===== config.mk =====
export PLATFORM = sky130hd
export DESIGN_NAME = fpga_conf_spi_flat
export DESIGN_NICKNAME = d
export VERILOG_FILES = /design/src/rtl/fpga_conf_spi_if.sv /design/src/rtl/fpga_conf_spi.sv /design/src/flat_wrapper.sv
export SDC_FILE = /design/constraint.sdc
export NUM_CORES = 1
export LEC_CHECK = 0
export BUFFER_PORTS_ARGS = -buffer_cell sky130_fd_sc_hd__buf_2
export CORE_MARGIN = 4
export CORE_UTILIZATION = 54
export DETAILED_ROUTE_END_ITERATION = 8
export GPL_TIMING_DRIVEN = 1
export PLACE_DENSITY = 0.81
export REMOVE_ABC_BUFFERS = 1
export SETUP_SLACK_MARGIN = 0.15
export SYNTH_ARGS = -nofsm -noshare
export SYNTH_HDL_FRONTEND = slang
export SYNTH_SLANG_ARGS = --single-unit

===== constraint.sdc =====
create_clock -name ck_1356meg -period 2.15 [get_ports ck_1356meg]
set_input_delay 0.215 -clock ck_1356meg [delete_from_list [all_inputs] [get_ports ck_1356meg]]
set_output_delay 0.215 -clock ck_1356meg [all_outputs]
set_load 0.02 [all_outputs]

===== src/rtl/fpga_conf_spi_if.sv =====
// SPI pins plus configuration outputs of the FPGA configuration receiver.
// The ARM side drives through master; the receiver uses slave.
interface fpga_conf_spi_if #(
  parameter int ADDR_W   = 2,
  parameter int WORD_W   = 8,
  parameter int NUM_REGS = 4
);
  logic                       spck;
  logic                       mosi;
  logic                       ncs;
  logic                       miso;
  logic [NUM_REGS*WORD_W-1:0] conf_flat;
  logic [2:0]                 major_mode;
  logic                       conf_wr_stb;
  logic [ADDR_W-1:0]          conf_wr_addr;
  logic                       frame_err;

  modport master (output spck, mosi, ncs,
                  input  miso, conf_flat, major_mode, conf_wr_stb, conf_wr_addr, frame_err);
  modport slave  (input  spck, mosi, ncs,
                  output miso, conf_flat, major_mode, conf_wr_stb, conf_wr_addr, frame_err);
endinterface


===== src/rtl/fpga_conf_spi.sv =====
// Oversampled SPI configuration receiver: address+data frames commit into a
// register bank on ncs rise, with readback of the addressed register on miso.
module fpga_conf_spi #(
  parameter int                ADDR_W     = 2,
  parameter int                WORD_W     = 8,
  parameter int                NUM_REGS   = 4,
  parameter logic [WORD_W-1:0] REG0_RESET = 8'hE0
) (
  input  logic            ck_1356meg,
  input  logic            nreset,
  fpga_conf_spi_if.slave  bus
);
  localparam int FRM_W = ADDR_W + WORD_W;
  localparam int CNT_W = $clog2(FRM_W + 2);
  localparam logic [CNT_W-1:0]  CNT_FULL = CNT_W'(FRM_W);
  localparam logic [CNT_W-1:0]  CNT_SAT  = CNT_W'(FRM_W + 1);
  localparam logic [CNT_W-1:0]  CNT_LAST_ADDR = CNT_W'(ADDR_W - 1);
  localparam logic [ADDR_W:0]   NREG_L   = (ADDR_W+1)'(NUM_REGS);

  logic [1:0]                         r_spck_s, r_mosi_s, r_ncs_s;
  logic                               r_spck_d, r_ncs_d;
  logic [FRM_W-1:0]                   r_sh;
  logic [CNT_W-1:0]                   r_cnt;
  logic                               r_ld;
  logic [WORD_W-1:0]                  r_rd;
  logic [NUM_REGS-1:0][WORD_W-1:0]    r_regs;
  logic [2:0]                         r_mode;
  logic                               r_stb, r_err;
  logic [ADDR_W-1:0]                  r_wr_addr;

  logic                w_ncs_rise, w_ncs_fall, w_shift, w_fall, w_wr_ok;
  logic [ADDR_W-1:0]   w_frm_addr, w_rd_addr;
  logic [WORD_W-1:0]   w_frm_data, w_rd_val;

  // Unused modes 101/110 collapse to "everything off".
  function automatic logic [2:0] f_mode(input logic [2:0] f);
    return (f == 3'b101 || f == 3'b110) ? 3'b111 : f;
  endfunction

  assign w_ncs_rise = r_ncs_s[1] & ~r_ncs_d;
  assign w_ncs_fall = ~r_ncs_s[1] & r_ncs_d;
  // Both edges qualify on sync'd ncs low, so an ncs rise always wins.
  assign w_shift    = r_spck_s[1] & ~r_spck_d & ~r_ncs_s[1];
  assign w_fall     = ~r_spck_s[1] & r_spck_d & ~r_ncs_s[1];
  assign w_frm_addr = r_sh[FRM_W-1 -: ADDR_W];
  assign w_frm_data = r_sh[WORD_W-1:0];
  assign w_rd_addr  = r_sh[ADDR_W-1:0];
  assign w_wr_ok    = (r_cnt == CNT_FULL) && ({1'b0, w_frm_addr} < NREG_L);

  always_comb begin
    w_rd_val = '0;
    for (int i = 0; i < NUM_REGS; i++)
      if (w_rd_addr == ADDR_W'(i)) w_rd_val = r_regs[i];
  end

  always_ff @(posedge ck_1356meg or negedge nreset) begin
    if (!nreset) begin
      r_spck_s  <= '0;
      r_mosi_s  <= '0;
      r_ncs_s   <= 2'b11;
      r_spck_d  <= 1'b0;
      r_ncs_d   <= 1'b1;
      r_sh      <= '0;
      r_cnt     <= '0;
      r_ld      <= 1'b0;
      r_rd      <= '0;
      r_regs    <= '0;
      r_regs[0] <= REG0_RESET;
      r_mode    <= 3'b111;
      r_stb     <= 1'b0;
      r_err     <= 1'b0;
      r_wr_addr <= '0;
    end else begin
      r_spck_s <= {r_spck_s[0], bus.spck};
      r_mosi_s <= {r_mosi_s[0], bus.mosi};
      r_ncs_s  <= {r_ncs_s[0],  bus.ncs};
      r_spck_d <= r_spck_s[1];
      r_ncs_d  <= r_ncs_s[1];
      r_stb    <= 1'b0;
      r_ld     <= 1'b0;
      if (w_ncs_rise) begin
        r_rd <= '0;
        if (r_cnt != '0) begin
          if (w_wr_ok) begin
            for (int i = 0; i < NUM_REGS; i++)
              if (w_frm_addr == ADDR_W'(i)) r_regs[i] <= w_frm_data;
            if (w_frm_addr == '0) r_mode <= f_mode(w_frm_data[WORD_W-1 -: 3]);
            r_stb     <= 1'b1;
            r_wr_addr <= w_frm_addr;
            r_err     <= 1'b0;
          end else begin
            r_err <= 1'b1;
          end
        end
      end else if (w_ncs_fall) begin
        r_cnt <= '0;
        r_sh  <= '0;
        r_rd  <= '0;
      end else begin
        if (w_shift) begin
          r_sh <= {r_sh[FRM_W-2:0], r_mosi_s[1]};
          if (r_cnt != CNT_SAT) r_cnt <= r_cnt + 1'b1;
          r_ld <= (r_cnt == CNT_LAST_ADDR);
        end
        // Load happens after the last address bit; a phase is >= 3 cycles so no fall collides.
        if (r_ld)        r_rd <= w_rd_val;
        else if (w_fall) r_rd <= {r_rd[WORD_W-2:0], 1'b0};
      end
    end
  end

  assign bus.miso         = r_rd[WORD_W-1];
  assign bus.conf_flat    = r_regs;
  assign bus.major_mode   = r_mode;
  assign bus.conf_wr_stb  = r_stb;
  assign bus.conf_wr_addr = r_wr_addr;
  assign bus.frame_err    = r_err;
endmodule


===== src/flat_wrapper.sv =====
// flat-port wrapper written by rule: the top's interface ports become plain ports
module fpga_conf_spi_flat 
#(
  parameter int                ADDR_W     = 2,
  parameter int                WORD_W     = 8,
  parameter int                NUM_REGS   = 4,
  parameter logic [WORD_W-1:0] REG0_RESET = 8'hE0
)
  (ck_1356meg, nreset, bus_spck, bus_mosi, bus_ncs, bus_miso, bus_conf_flat, bus_major_mode, bus_conf_wr_stb, bus_conf_wr_addr, bus_frame_err);
  fpga_conf_spi_if #(.ADDR_W(ADDR_W), .WORD_W(WORD_W), .NUM_REGS(NUM_REGS)) bus_i ();
  input  logic ck_1356meg;
  input  logic nreset;
  input wire logic [$bits(bus_i.spck)-1:0] bus_spck;
  input wire logic [$bits(bus_i.mosi)-1:0] bus_mosi;
  input wire logic [$bits(bus_i.ncs)-1:0] bus_ncs;
  output wire logic [$bits(bus_i.miso)-1:0] bus_miso;
  output wire logic [$bits(bus_i.conf_flat)-1:0] bus_conf_flat;
  output wire logic [$bits(bus_i.major_mode)-1:0] bus_major_mode;
  output wire logic [$bits(bus_i.conf_wr_stb)-1:0] bus_conf_wr_stb;
  output wire logic [$bits(bus_i.conf_wr_addr)-1:0] bus_conf_wr_addr;
  output wire logic [$bits(bus_i.frame_err)-1:0] bus_frame_err;
  assign bus_i.spck = bus_spck;
  assign bus_i.mosi = bus_mosi;
  assign bus_i.ncs = bus_ncs;
  assign bus_miso = bus_i.miso;
  assign bus_conf_flat = bus_i.conf_flat;
  assign bus_major_mode = bus_i.major_mode;
  assign bus_conf_wr_stb = bus_i.conf_wr_stb;
  assign bus_conf_wr_addr = bus_i.conf_wr_addr;
  assign bus_frame_err = bus_i.frame_err;
  fpga_conf_spi #(.ADDR_W(ADDR_W), .WORD_W(WORD_W), .NUM_REGS(NUM_REGS), .REG0_RESET(REG0_RESET)) u_core (.ck_1356meg(ck_1356meg), .nreset(nreset), .bus(bus_i));
endmodule

# ---- Yosys cells after proc, flatten, opt, wreduce, memory -nomap -nowiden
# Cells that the tools add are included.
dict set report totals {
  input_bits 5
  out_inout_bits 40
  word_cells 76
  reg_bits 70
}
dict set report classes {
  eq_ne 11
  mux 21
  n_addsub 1
  n_reduce_logical 15
  n_bitwise 11
}
# op count
set ops {}
lappend ops {{$mux W8} 8}
lappend ops {{$mux W10} 2}
lappend ops {{$reduce_and A4 Y1} 4}
lappend ops {{$mux W4} 3}
lappend ops {{$eq A2 B2 Y1 const B} 4}
lappend ops {{$reduce_bool A4 Y1} 2}
lappend ops {{$mux W1} 7}
lappend ops {{$and A1 B1 Y1} 6}
lappend ops {{$eq A3 B3 Y1 const B} 2}
lappend ops {{$reduce_and A3 Y1} 2}
lappend ops {{$not A1 Y1} 5}
lappend ops {{$add A4 B1 Y4 const B} 1}
lappend ops {{$eq A2 B1 Y1 const B} 2}
lappend ops {{$eq A4 B1 Y1 const B} 1}
lappend ops {{$eq A4 B4 Y1 const B} 1}
lappend ops {{$logic_not A2 Y1} 2}
lappend ops {{$ne A4 B4 Y1 const B} 1}
lappend ops {{$reduce_and A2 Y1} 2}
lappend ops {{$reduce_bool A2 Y1} 2}
lappend ops {{$mux W3} 1}
lappend ops {{$logic_or A1 B1 Y1} 1}

# ---- Logic depth before layout (Yosys ltp)
# Gate-level depths: netlist of run 1.
dict set report depth {
  word_depth 8
  ltp_mapped 6
  mapped_depth_nobuf 5
}

# ---- Worst setup path after synthesis of run 1
# No wires, ideal clock.
dict set report synth_path {
  path_type {register to register}
  from {reg u_core.r_ncs_s[1]}
  to {reg u_core.r_regs, in the netlist u_core.bus.conf_flat[0]}
  arrival_time_ps 1716
  stages_incl_launch_ff 6
  t_required_ps 2025
  n_path_buf 2
  slack_ps 309
  period_less_slack_ps 1841
  setup_ps 125
  cell_sequence {dfstp_2 -> buf_4 -> nand3b_2 -> or4_4 -> buf_6 -> mux2_4}
}
dict set report synth_between {
  elab_chain_cells 2
}
# item line
set synth_lines {}
lappend synth_lines {{from (decl)} fpga_conf_spi.sv:20} ;# logic [1:0] r_spck_s, r_mosi_s, r_ncs_s;
lappend synth_lines {{from (signal assigned)} fpga_conf_spi.sv:76} ;# r_ncs_s <= {r_ncs_s[0], bus.ncs};
lappend synth_lines {{$and A1 B1 Y1} fpga_conf_spi.sv:40} ;# assign w_ncs_rise = r_ncs_s[1] & ~r_ncs_d;
lappend synth_lines {{$reduce_and A4 Y1 (no line)} n/a}
lappend synth_lines {{to (signal, indexed assignment)} fpga_conf_spi.sv:86} ;# if (w_frm_addr == ADDR_W'(i)) r_regs[i] <= w_frm_data;
lappend synth_lines {{to (decl)} fpga_conf_spi.sv:26} ;# logic [NUM_REGS-1:0][WORD_W-1:0] r_regs;
# No other way between the ends.
# A chain may end at the register's enable or synchronous reset.

# ---- Worst setup path after layout of run 1
dict set report layout_path {
  from {reg u_core.r_cnt[0]}
  to {reg u_core.r_regs, in the netlist u_core.bus.conf_flat[4]}
}
dict set report layout_between {
  elab_chain_cells 2
  elab_cells_between_ends 3
  classes_between {eq/ne: 1; reduce/logical: 2}
}
# item line
set layout_lines {}
lappend layout_lines {{from (decl)} fpga_conf_spi.sv:23} ;# logic [CNT_W-1:0] r_cnt;
lappend layout_lines {{from (signal assigned)} fpga_conf_spi.sv:102} ;# if (r_cnt != CNT_SAT) r_cnt <= r_cnt + 1'b1;
lappend layout_lines {{$eq A4 B4 Y1 / $reduce_bool A4 Y1 (equally long branches)} {fpga_conf_spi.sv:48, fpga_conf_spi.sv:83}}
lappend layout_lines {{$reduce_and A4 Y1 (no line) (*)} n/a}
# Mark *: on every way between the ends. The rest lies on a longest branch, timed or not.

==> impl_metrics.json, run 1 <==
{
  "startpoint_type": "flip-flop",
  "wirelength_mm": 6.76,
  "gp_congestion": 0.816,
  "cts-buffers-inserted": 9,
  "final_cells": 383,
  "postSynthAreaPerCell_um2": 12.8,
  "insertion_delay_ns": 0.34,
  "synth_cell_type_count": 41,
  "setup_ws_ns": 0.260,
  "worstPathMaxFanout": 11,
  "placed_area_mm2": 0.00353,
  "antenna_found_initial": 0,
  "yosys_warnings": 0,
  "path_clk_slew_ns": 0.07,
  "synthToLayoutAreaGrowth_pct": 19.1,
  "cts_tree": "yes",
  "ctsHtreeMaxLevel": 3,
  "syn_area_mm2": 0.00318,
  "drt-initial-drc-count": 97,
  "drc": 0,
  "ys_seq_area_frac": 0.554,
  "post-dp-hpwl_mm": 4.58,
  "tns_ns": 0,
  "drv_cap": 0,
  "worst_ir_drop_vdd_mv": 0.408,
  "synth_ff_type": "dfrtp_1",
  "synth_top_area_frac": 0.479,
  "start_util": 0.568,
  "worstSetupEndpointType": "flip-flop",
  "rsz0062_at_grt": "false",
  "setup_viol": 0,
  "postLayoutCellArea_mm2": 0.00379,
  "worst_slew_pin_slew_ns": 0.744,
  "wl_per_cell_um": 17.7,
  "synth-async-reset-ratio": 1.00,
  "grt_overflow": 0,
  "slew_viol_final": 0,
  "clock_sinks": 70,
  "slew_headroom": 0.501,
  "cts_max_path_buffers": 2,
  "antenna_left": 0,
  "routed_via_density": 5.77,
  "crit_required_ns": 2.38,
  "die_w_um": 84.8,
  "coreArea_mm2": 0.00561,
  "hold_viol_final": 0,
  "vias": 2209,
  "ff2ff_setup_slack_ns": 0.26,
  "netlist_instances": 248,
  "diodes": 0,
  "rows": 27,
  "grt_pass1_wl_mm": 11.4,
  "post-synth-top-count-cell": "dfrtp_1",
  "die_h_um": 84.8,
  "run_status": "finished, final reports clean",
  "min_period_ns": 1.89,
  "grt_pass1_vias": 2269,
  "synth_edf_count": 0,
  "preCtsSetupSlack_ns": 0.188,
  "finClkSkew_ns": 0.0102,
  "grt_usage": 0.207,
  "clock-root-buffer": "clkbuf_8",
  "yosys-top-cells-count": "dfrtp_1 (61), mux2_2 (40), inv_1 (16)",
  "nets": 315,
  "synth.area.top_cells": "dfrtp_1 (48%), mux2_2 (14%), dfstp_2 (7.4%)",
  "arrival_ns": 2.12,
  "fin_crit_sh": 0.879,
  "grt_start_max_net_pins": 71,
  "synth_top_cell_by_area": "dfrtp_1",
  "powerDensity_mw_per_mm2": 691,
  "hold_path.class": "reg -> reg",
  "io_pins": 45,
  "max_freq_mhz": 529,
  "cts_setup_buffers": 0,
  "firstDrtPassIters": 4,
  "p_leak_nw": 1.88,
  "numPortBuffers": 44,
  "crit_type": "reg -> reg",
  "post-place-cells": 363,
  "drive_above_1_share": 0.444,
  "fp.dieArea_mm2": 0.00719,
  "synth-seq-cells": 70
}
## flip-flops by register name, indices dropped and copies added (netlist names)
name and count:
u_core.bus.conf_flat 32, u_core.r_sh 10, u_core.r_rd 8, u_core.r_cnt 4, u_core.bus.major_mode 3, u_core.bus.conf_wr_addr 2, u_core.r_mosi_s 2, u_core.r_ncs_s 2
u_core.r_spck_s 2, u_core.bus.conf_wr_stb 1, u_core.bus.frame_err 1, u_core.r_ld 1, u_core.r_ncs_d 1, u_core.r_spck_d 1
## final cells by class
type,instances,area [µm²]
clock buffer,14,183
clock inverter,2,37.5
fill,408,1820
inverter,16,60.1
multi-input combinational,149,1290
sequential,70,1760
tap,72,90.1
timing repair buffer,60,363
## stage by stage
step,util,total power [mW],hold slack (ns)
global route,0.676,2.74,0.370
CTS,0.675,2.65,0.359
global placement,0.629,1.50,0.267
finish,0.676,2.62,0.356
floorplan,-,1.43,-0.0806
detailed placement,0.629,1.50,0.270
## critical path: stages, from the launching register on
cell and delay [ns]:
dfrtp_1 0.43, inv_1 0.12, ha_1 0.18, nand3b_2 0.13
or4_4 0.59, mux2_4 0.34
## logic make-up after synthesis
kind of cell | Yosys count | synth area share
AO/OA/AOI/OAI | 41 | 0.0845
XOR/XNOR | 1 | 0.00275
buffers and inverters | 29 | 0.0409
multiplexers | 53 | 0.200
adder cells (fa/ha/maj) | 4 | 0.0157
AND/OR/NAND/NOR | 50 | 0.102
flip-flops | 70 | 0.554
## worst paths after layout
check,from,end,cells after the start
setup / recovery,u_core.r_cnt[0]$_DFFE_PN0P_,u_core.bus.conf_flat[4]$_DFFE_PN0P_,5
hold / removal,u_core.r_mosi_s[0]$_DFF_PN0_,u_core.r_mosi_s[1]$_DFF_PN0_,0
setup reg to reg,u_core.r_cnt[0]$_DFFE_PN0P_,u_core.bus.conf_flat[4]$_DFFE_PN0P_,5
hold reg to reg,u_core.r_mosi_s[0]$_DFF_PN0_,u_core.r_mosi_s[1]$_DFF_PN0_,0
max in group asynchronous,nreset,u_core.r_ncs_d$_DFF_PN1_,3
min in group asynchronous,nreset,u_core.bus.conf_flat[12]$_DFFE_PN0P_,3
## where the power goes
part / switching (mW) / total [mW] / internal (mW)
Combinational: 0.0749 / 0.122 / 0.0467
Clock: 0.474 / 1.14 / 0.664
Sequential: 0.0239 / 1.36 / 1.34
Total: 0.573 / 2.62 / 2.05
## cell usage in the layout (no fill, tap or decap), types with 4 or more instances in the layout
| cell | n |
|---|---|
| dfrtp_1 | 61 |
| buf_2 | 44 |
| mux2_2 | 40 |
| buf_4 | 11 |
| nand3_1 | 10 |
| a21oi_1 | 13 |
| o32ai_1 | 7 |
| ha_1 | 4 |
| nand3b_1 | 5 |
| o22ai_1 | 7 |
| dfstp_2 | 9 |
| dlygate4sd3_1 | 4 |
| mux2_4 | 9 |
| nand2_1 | 13 |
| inv_1 | 16 |
| a22oi_1 | 7 |
| nand2b_1 | 4 |
| clkbuf_8 | 13 |
## routing by layer
| metal | GRT usage | vias up | wire (µm) |
|---|---|---|---|
| li1 | - | 1014 | - |
| met1 | 0.260 | 1105 | 2910 |
| met2 | 0.332 | 72 | 3280 |
| met3 | 0.0707 | 18 | 395 |
| met4 | 0.0777 | 0 | 178 |
| met5 | 0 | - | 0 |
## timing repair
item,CTS,global route
endpoints found under the setup margin,0,8
hold endpoints to repair,64,0
hold buffers,4,0
gates resized for setup,0,1
(Power assumes the default switching activity.)
==> run 2, diff against run 1 <==
- CELL_PAD_IN_SITES_DETAIL_PLACEMENT: unset -> 1
- CELL_PAD_IN_SITES_GLOBAL_PLACEMENT: unset -> 1
- CORE_UTILIZATION: 54 -> 41
- PLACE_DENSITY: 0.81 -> 0.79
- clock period: 2.15 -> 1.6 ns (I/O delays scaled with it)
==> impl_metrics.json, run 2 (synthesis gave the netlist of run 1 again) <==
{
  "post-route-util": 0.585,
  "min_period_ns": 1.78,
  "hold_path.class": "in -> async",
  "start_util": 0.430,
  "coreArea_mm2": 0.00741,
  "max_freq_mhz": 561,
  "path_depth": 5,
  "arrival_ns": 2.03,
  "cts_tree": "yes",
  "critPathMaxStageDelay_ns": 0.56,
  "worstSetupEndpointType": "flip-flop",
  "grt_pass1_vias": 2562,
  "crit_chain": "inv_2 -> ha_4 -> nand3b_4 -> or4_4 -> mux2_4",
  "p_leak_nw": 2.11,
  "fillers": 749,
  "cts-buffers-inserted": 9,
  "r2r_end": "u_core.bus.conf_flat[4]$_DFFE_PN0P_",
  "startpoint_type": "flip-flop",
  "cts_max_path_buffers": 2,
  "crit_required_ns": 1.84,
  "antenna_found_initial": 0,
  "antenna_left": 0,
  "setup_ws_ns": -0.184,
  "wirelength_mm": 9.53,
  "synthToLayoutAreaGrowth_pct": 36.2,
  "grt_pass1_wl_mm": 13.6,
  "fp.dieArea_mm2": 0.00924,
  "wl_per_cell_um": 21.7,
  "preCtsSetupSlack_ns": -0.154,
  "grt_start_max_net_pins": 28,
  "worst_ir_drop_vdd_mv": 0.405,
  "drive_above_1_share": 0.574,
  "setup_viol": 36,
  "finClkSkew_ns": 0.0119,
  "crit_family": "simple AND/OR/NAND/NOR gates",
  "fin_crit_sh": 1.11,
  "r2r-start": "u_core.r_cnt[0]$_DFFE_PN0P_",
  "worstPathMaxFanout": 10,
  "drc": 0,
  "drv_cap": 0,
  "clock_sinks": 70,
  "final_cell_mix": "dfrtp_1 (60), buf_2 (45), mux2_4 (27), buf_4 (27), mux2_2 (22)",
  "drt-initial-drc-count": 95,
  "numPortBuffers": 44,
  "rows": 31,
  "diodes": 0,
  "crit_type": "reg -> reg",
  "slew_headroom": 0.627,
  "reg2reg_depth": 5,
  "die_h_um": 96.1,
  "die_w_um": 96.1,
  "largest_reg_flops": 32,
  "nets": 344,
  "gp_congestion": 0.779,
  "routed_via_density": 5.57,
  "run_status": "complete, but fails checks",
  "final_common_cell": "dfrtp_1",
  "vias": 2444,
  "slew_viol_final": 0,
  "clock-root-buffer": "clkbuf_8",
  "ff2ff_setup_slack_ns": -0.18,
  "grt_usage": 0.199,
  "total_power_mw": 3.55,
  "rsz0062_at_grt": "true",
  "insertion_delay_ns": 0.36,
  "firstDrtPassIters": 6,
  "crit_slowest_cell": "or4_4",
  "powerDensity_mw_per_mm2": 818,
  "io_pins": 45,
  "ctsHtreeMaxLevel": 3,
  "violations": "setup timing",
  "grt_overflow": 0,
  "cp_num_buf_inv": 1,
  "worst_slew_pin_slew_ns": 0.560,
  "hold_viol_final": 0,
  "path_clk_slew_ns": 0.08,
  "post-dp-hpwl_mm": 5.84
}
-- run 2: cell types whose count changed in the layout (fill, tap and decap cells not counted), sizes merged --
cell      previous run  this run
clkbuf              14        10
clkinv               0         4
buf                 56        85
inv                 16        17
clkinvlp             1         0
-- run 2: worst max path at each step --
| stage | from | endpoint | slack (ns) |
|---|---|---|---|
| 6_report | u_core.r_cnt[0]$_DFFE_PN0P_ | u_core.bus.conf_flat[4]$_DFFE_PN0P_ | -0.18 |
| 5_1_grt | u_core.r_cnt[0]$_DFFE_PN0P_ | u_core.bus.conf_flat[4]$_DFFE_PN0P_ | -0.22 |
| 4_1_cts | u_core.r_cnt[0]$_DFFE_PN0P_ | u_core.bus.conf_flat[3]$_DFFE_PN0P_ | -0.12 |
| 3_5_place_dp | u_core.r_cnt[0]$_DFFE_PN0P_ | u_core.bus.conf_flat[16]$_DFFE_PN0P_ | -0.15 |
| 3_3_place_gp | u_core.r_cnt[0]$_DFFE_PN0P_ | u_core.bus.conf_flat[4]$_DFFE_PN0P_ | -0.10 |
| 2_1_floorplan | u_core.r_cnt[0]$_DFFE_PN0P_ | u_core.bus.conf_flat[30]$_DFFE_PN0P_ | -0.26 |
-- run 2: what timing repair did --
item	4_1_cts	5_1_grt
gates cloned	0	1
hold endpoints to repair	17	0
hold buffers	4	0
setup buffers	5	4
setup endpoints to repair	58	48
resized for setup	39	29
pin swaps	4	8
-- run 2: through the flow --
| step | setup TNS, ns | instance area, µm² | instances | hold slack (ns) |
|---|---|---|---|---|
| after floorplan | -5.28 | 3110 | 235 | -0.136 |
| after CTS | -2.73 | 4180 | 434 | 0.339 |
| after global placement | -2.66 | 3740 | 409 | 0.173 |
| after global routing | -6.49 | 4340 | 439 | 0.362 |
| final | -4.48 | 4340 | 439 | 0.339 |
| after detailed placement | -4.44 | 3740 | 409 | 0.181 |
-- run 2: final cells by class --
cell class                 count  area [µm²]  area share
multi-input combinational    149        1540       0.355
inverter                      16        60.1      0.0138
sequential                    70        1760       0.407
clock inverter                 6        70.1      0.0162
tap                           99         124      0.0286
timing repair buffer          89         653       0.151
clock buffer                  10         128      0.0294
-- run 2: layer usage --
layer | up-vias | GRT usage | share of wire
met5 | - | 0 | 0
met4 | 0 | 0.0675 | 0.022
met3 | 16 | 0.0399 | 0.038
met2 | 72 | 0.351 | 0.53
met1 | 1290 | 0.241 | 0.41
li1 | 1066 | - | -
-- run 2: report_power, final --
group | switching, mW | leakage [nW] | internal, mW
Sequential | 0.0253 | 0.931 | 1.80
Clock | 0.724 | 0.101 | 0.731
Combinational | 0.154 | 1.08 | 0.119
==> run 3, diff against run 2 <==
- CTS_BUF_LIST: unset -> sky130_fd_sc_hd__clkbuf_16
- GPL_TIMING_DRIVEN: 1 -> 0
==> impl_metrics.json, run 3 (synthesis gave the netlist of run 1 again) <==
{
  "start_util": 0.430,
  "cts-buffers-inserted": 9,
  "hold_path.class": "reg -> reg",
  "power_switching_mw": 0.944,
  "rsz0062_at_grt": "true",
  "cts_max_path_buffers": 2,
  "antenna_found_initial": 0,
  "hold_path_depth": 0,
  "vias": 2396,
  "largest_reg_flops": 32,
  "multi_input_area_mm2": 0.00158,
  "p_leak_nw": 2.09,
  "grt_overflow": 0,
  "seqPwrFrac": 0.435,
  "pwr-share-clk": 0.502,
  "routed_via_density": 5.60,
  "worstSetupEndpointType": "flip-flop",
  "r2r_end": "u_core.bus.conf_flat[6]$_DFFE_PN1P_",
  "preCtsSetupSlack_ns": -0.566,
  "final_cells": 428,
  "internal-power_mw": 3.27,
  "violations": "setup timing",
  "grt_pass1_vias": 2533,
  "grt_usage": 0.205,
  "sw_frac_of_total": 0.224,
  "clock-root-buffer": "clkbuf_16",
  "ctsHtreeMaxLevel": 3,
  "cp_num_buf_inv": 2,
  "min_to": "u_core.r_mosi_s[1]$_DFF_PN0_",
  "die_w_um": 96.1,
  "fillers": 731,
  "drv_cap": 0,
  "arrival_ns": 2.03,
  "die_h_um": 96.1,
  "setup_ws_ns": -0.179,
  "fp.dieArea_mm2": 0.00924,
  "drc": 0,
  "numPortBuffers": 44,
  "insertion_delay_ns": 0.33,
  "synthToLayoutAreaGrowth_pct": 37.2,
  "min_period_ns": 1.78,
  "crit_chain": "inv_2 -> ha_4 -> nand3b_4 -> buf_4 -> or4_4 -> mux2_4",
  "diodes": 0,
  "reg2reg_depth": 6,
  "crit_slowest_cell": "or4_4",
  "slew_viol_final": 0,
  "grt_start_max_net_pins": 71,
  "seqCellArea_mm2": 0.00178,
  "placed_area_mm2": 0.00347,
  "setup_viol": 35,
  "post-route-util": 0.590,
  "wirelength_mm": 9.83,
  "hold_viol_final": 0,
  "critPathMaxStageDelay_ns": 0.49,
  "crit_type": "reg -> reg",
  "postLayoutCellArea_mm2": 0.00437,
  "whs_ns": 0.348,
  "ff2ff_setup_slack_ns": -0.18,
  "hold_start": "u_core.r_mosi_s[0]$_DFF_PN0_",
  "max_freq_mhz": 562,
  "post-place-cells": 378,
  "r2r-start": "u_core.r_cnt[0]$_DFFE_PN0P_",
  "powerDensity_mw_per_mm2": 963,
  "slew_headroom": 0.406,
  "grt_pass1_wl_mm": 13.9,
  "wl_per_cell_um": 23.0,
  "worstPathMaxFanout": 6,
  "clock_sinks": 70,
  "firstDrtPassIters": 4,
  "gp_congestion": 0.786,
  "path_clk_slew_ns": 0.06,
  "coreArea_mm2": 0.00741,
  "final_common_cell": "dfrtp_1",
  "drive_above_1_share": 0.596,
  "run_status": "complete, but fails checks",
  "rows": 31,
  "crit_required_ns": 1.86,
  "worst_ir_drop_vdd_mv": 0.656,
  "finClkSkew_ns": 0.00931,
  "drt-initial-drc-count": 109,
  "final_cell_mix": "dfrtp_1 (54), buf_2 (43), mux2_2 (27)",
  "fin_crit_sh": 1.11,
  "post-dp-hpwl_mm": 4.90,
  "cts_tree": "yes",
  "worst_slew_pin_slew_ns": 0.891,
  "nets": 333,
  "antenna_left": 0,
  "power_frac_comb": 0.063,
  "crit_family": "simple AND/OR/NAND/NOR gates",
  "io_pins": 45,
  "startpoint_type": "flip-flop"
}
[run 3: layout make-up]
| type | count | share of cell area |
|---|---|---|
| inverter | 16 | 0.0137 |
| tap | 99 | 0.0284 |
| multi-input combinational | 150 | 0.361 |
| sequential | 70 | 0.407 |
| clock buffer | 9 | 0.0515 |
| timing repair buffer | 77 | 0.118 |
| clock inverter | 7 | 0.0206 |
[run 3: repair_timing]
item / CTS / global route
pin swaps: 9 / 15
gates cloned: 1 / 0
endpoints found under the hold margin: 64 / 0
gates resized for setup: 31 / 45
buffers inserted: 22 / 7
endpoints found under the setup margin: 59 / 50
hold buffers: 4 / 0
[run 3: power groups by stage]
stage	Sequential [mW]	Combinational [mW]	Clock [mW]
final	1.83	0.266	2.11
after global routing	1.83	0.290	2.23
after CTS	1.83	0.214	2.13
after detailed placement	1.87	0.139	0
after global placement	1.87	0.132	0
after floorplan	1.86	0.0680	0
[run 3: how the worst max path moves through the flow]
| stage | startpoint | to | slack, ns | depth (start not counted) |
|---|---|---|---|---|
| floorplan | u_core.r_cnt[0]$_DFFE_PN0P_ | u_core.bus.conf_flat[30]$_DFFE_PN0P_ | -0.26 | 5 |
| global placement | u_core.r_ncs_s[1]$_DFF_PN1_ | u_core.r_sh[8]$_DFFE_PN0P_ | -0.62 | 3 |
| detailed placement | u_core.r_cnt[0]$_DFFE_PN0P_ | u_core.bus.conf_flat[30]$_DFFE_PN0P_ | -0.57 | 5 |
| CTS | u_core.r_cnt[0]$_DFFE_PN0P_ | u_core.bus.conf_flat[3]$_DFFE_PN0P_ | -0.18 | 5 |
| global route | u_core.r_cnt[0]$_DFFE_PN0P_ | u_core.bus.conf_flat[7]$_DFFE_PN1P_ | -0.23 | 6 |
| finish | u_core.r_cnt[0]$_DFFE_PN0P_ | u_core.bus.conf_flat[6]$_DFFE_PN1P_ | -0.18 | 6 |
[run 3: stage by stage]
step / power (mW) / TNS [ns]
after floorplan: 1.93 / -5.28
after global placement: 2.00 / -23.88
after detailed placement: 2.01 / -19.92
after CTS: 4.17 / -4.61
after global routing: 4.35 / -6.29
final: 4.21 / -4.42
[run 3: per-layer routing]
metal | share of wire | track usage | vias up
met4 | 0.010 | 0.0462 | 0
met5 | 0 | 0 | -
met2 | 0.55 | 0.376 | 61
met1 | 0.39 | 0.240 | 1277
li1 | - | - | 1048
met3 | 0.042 | 0.0516 | 10
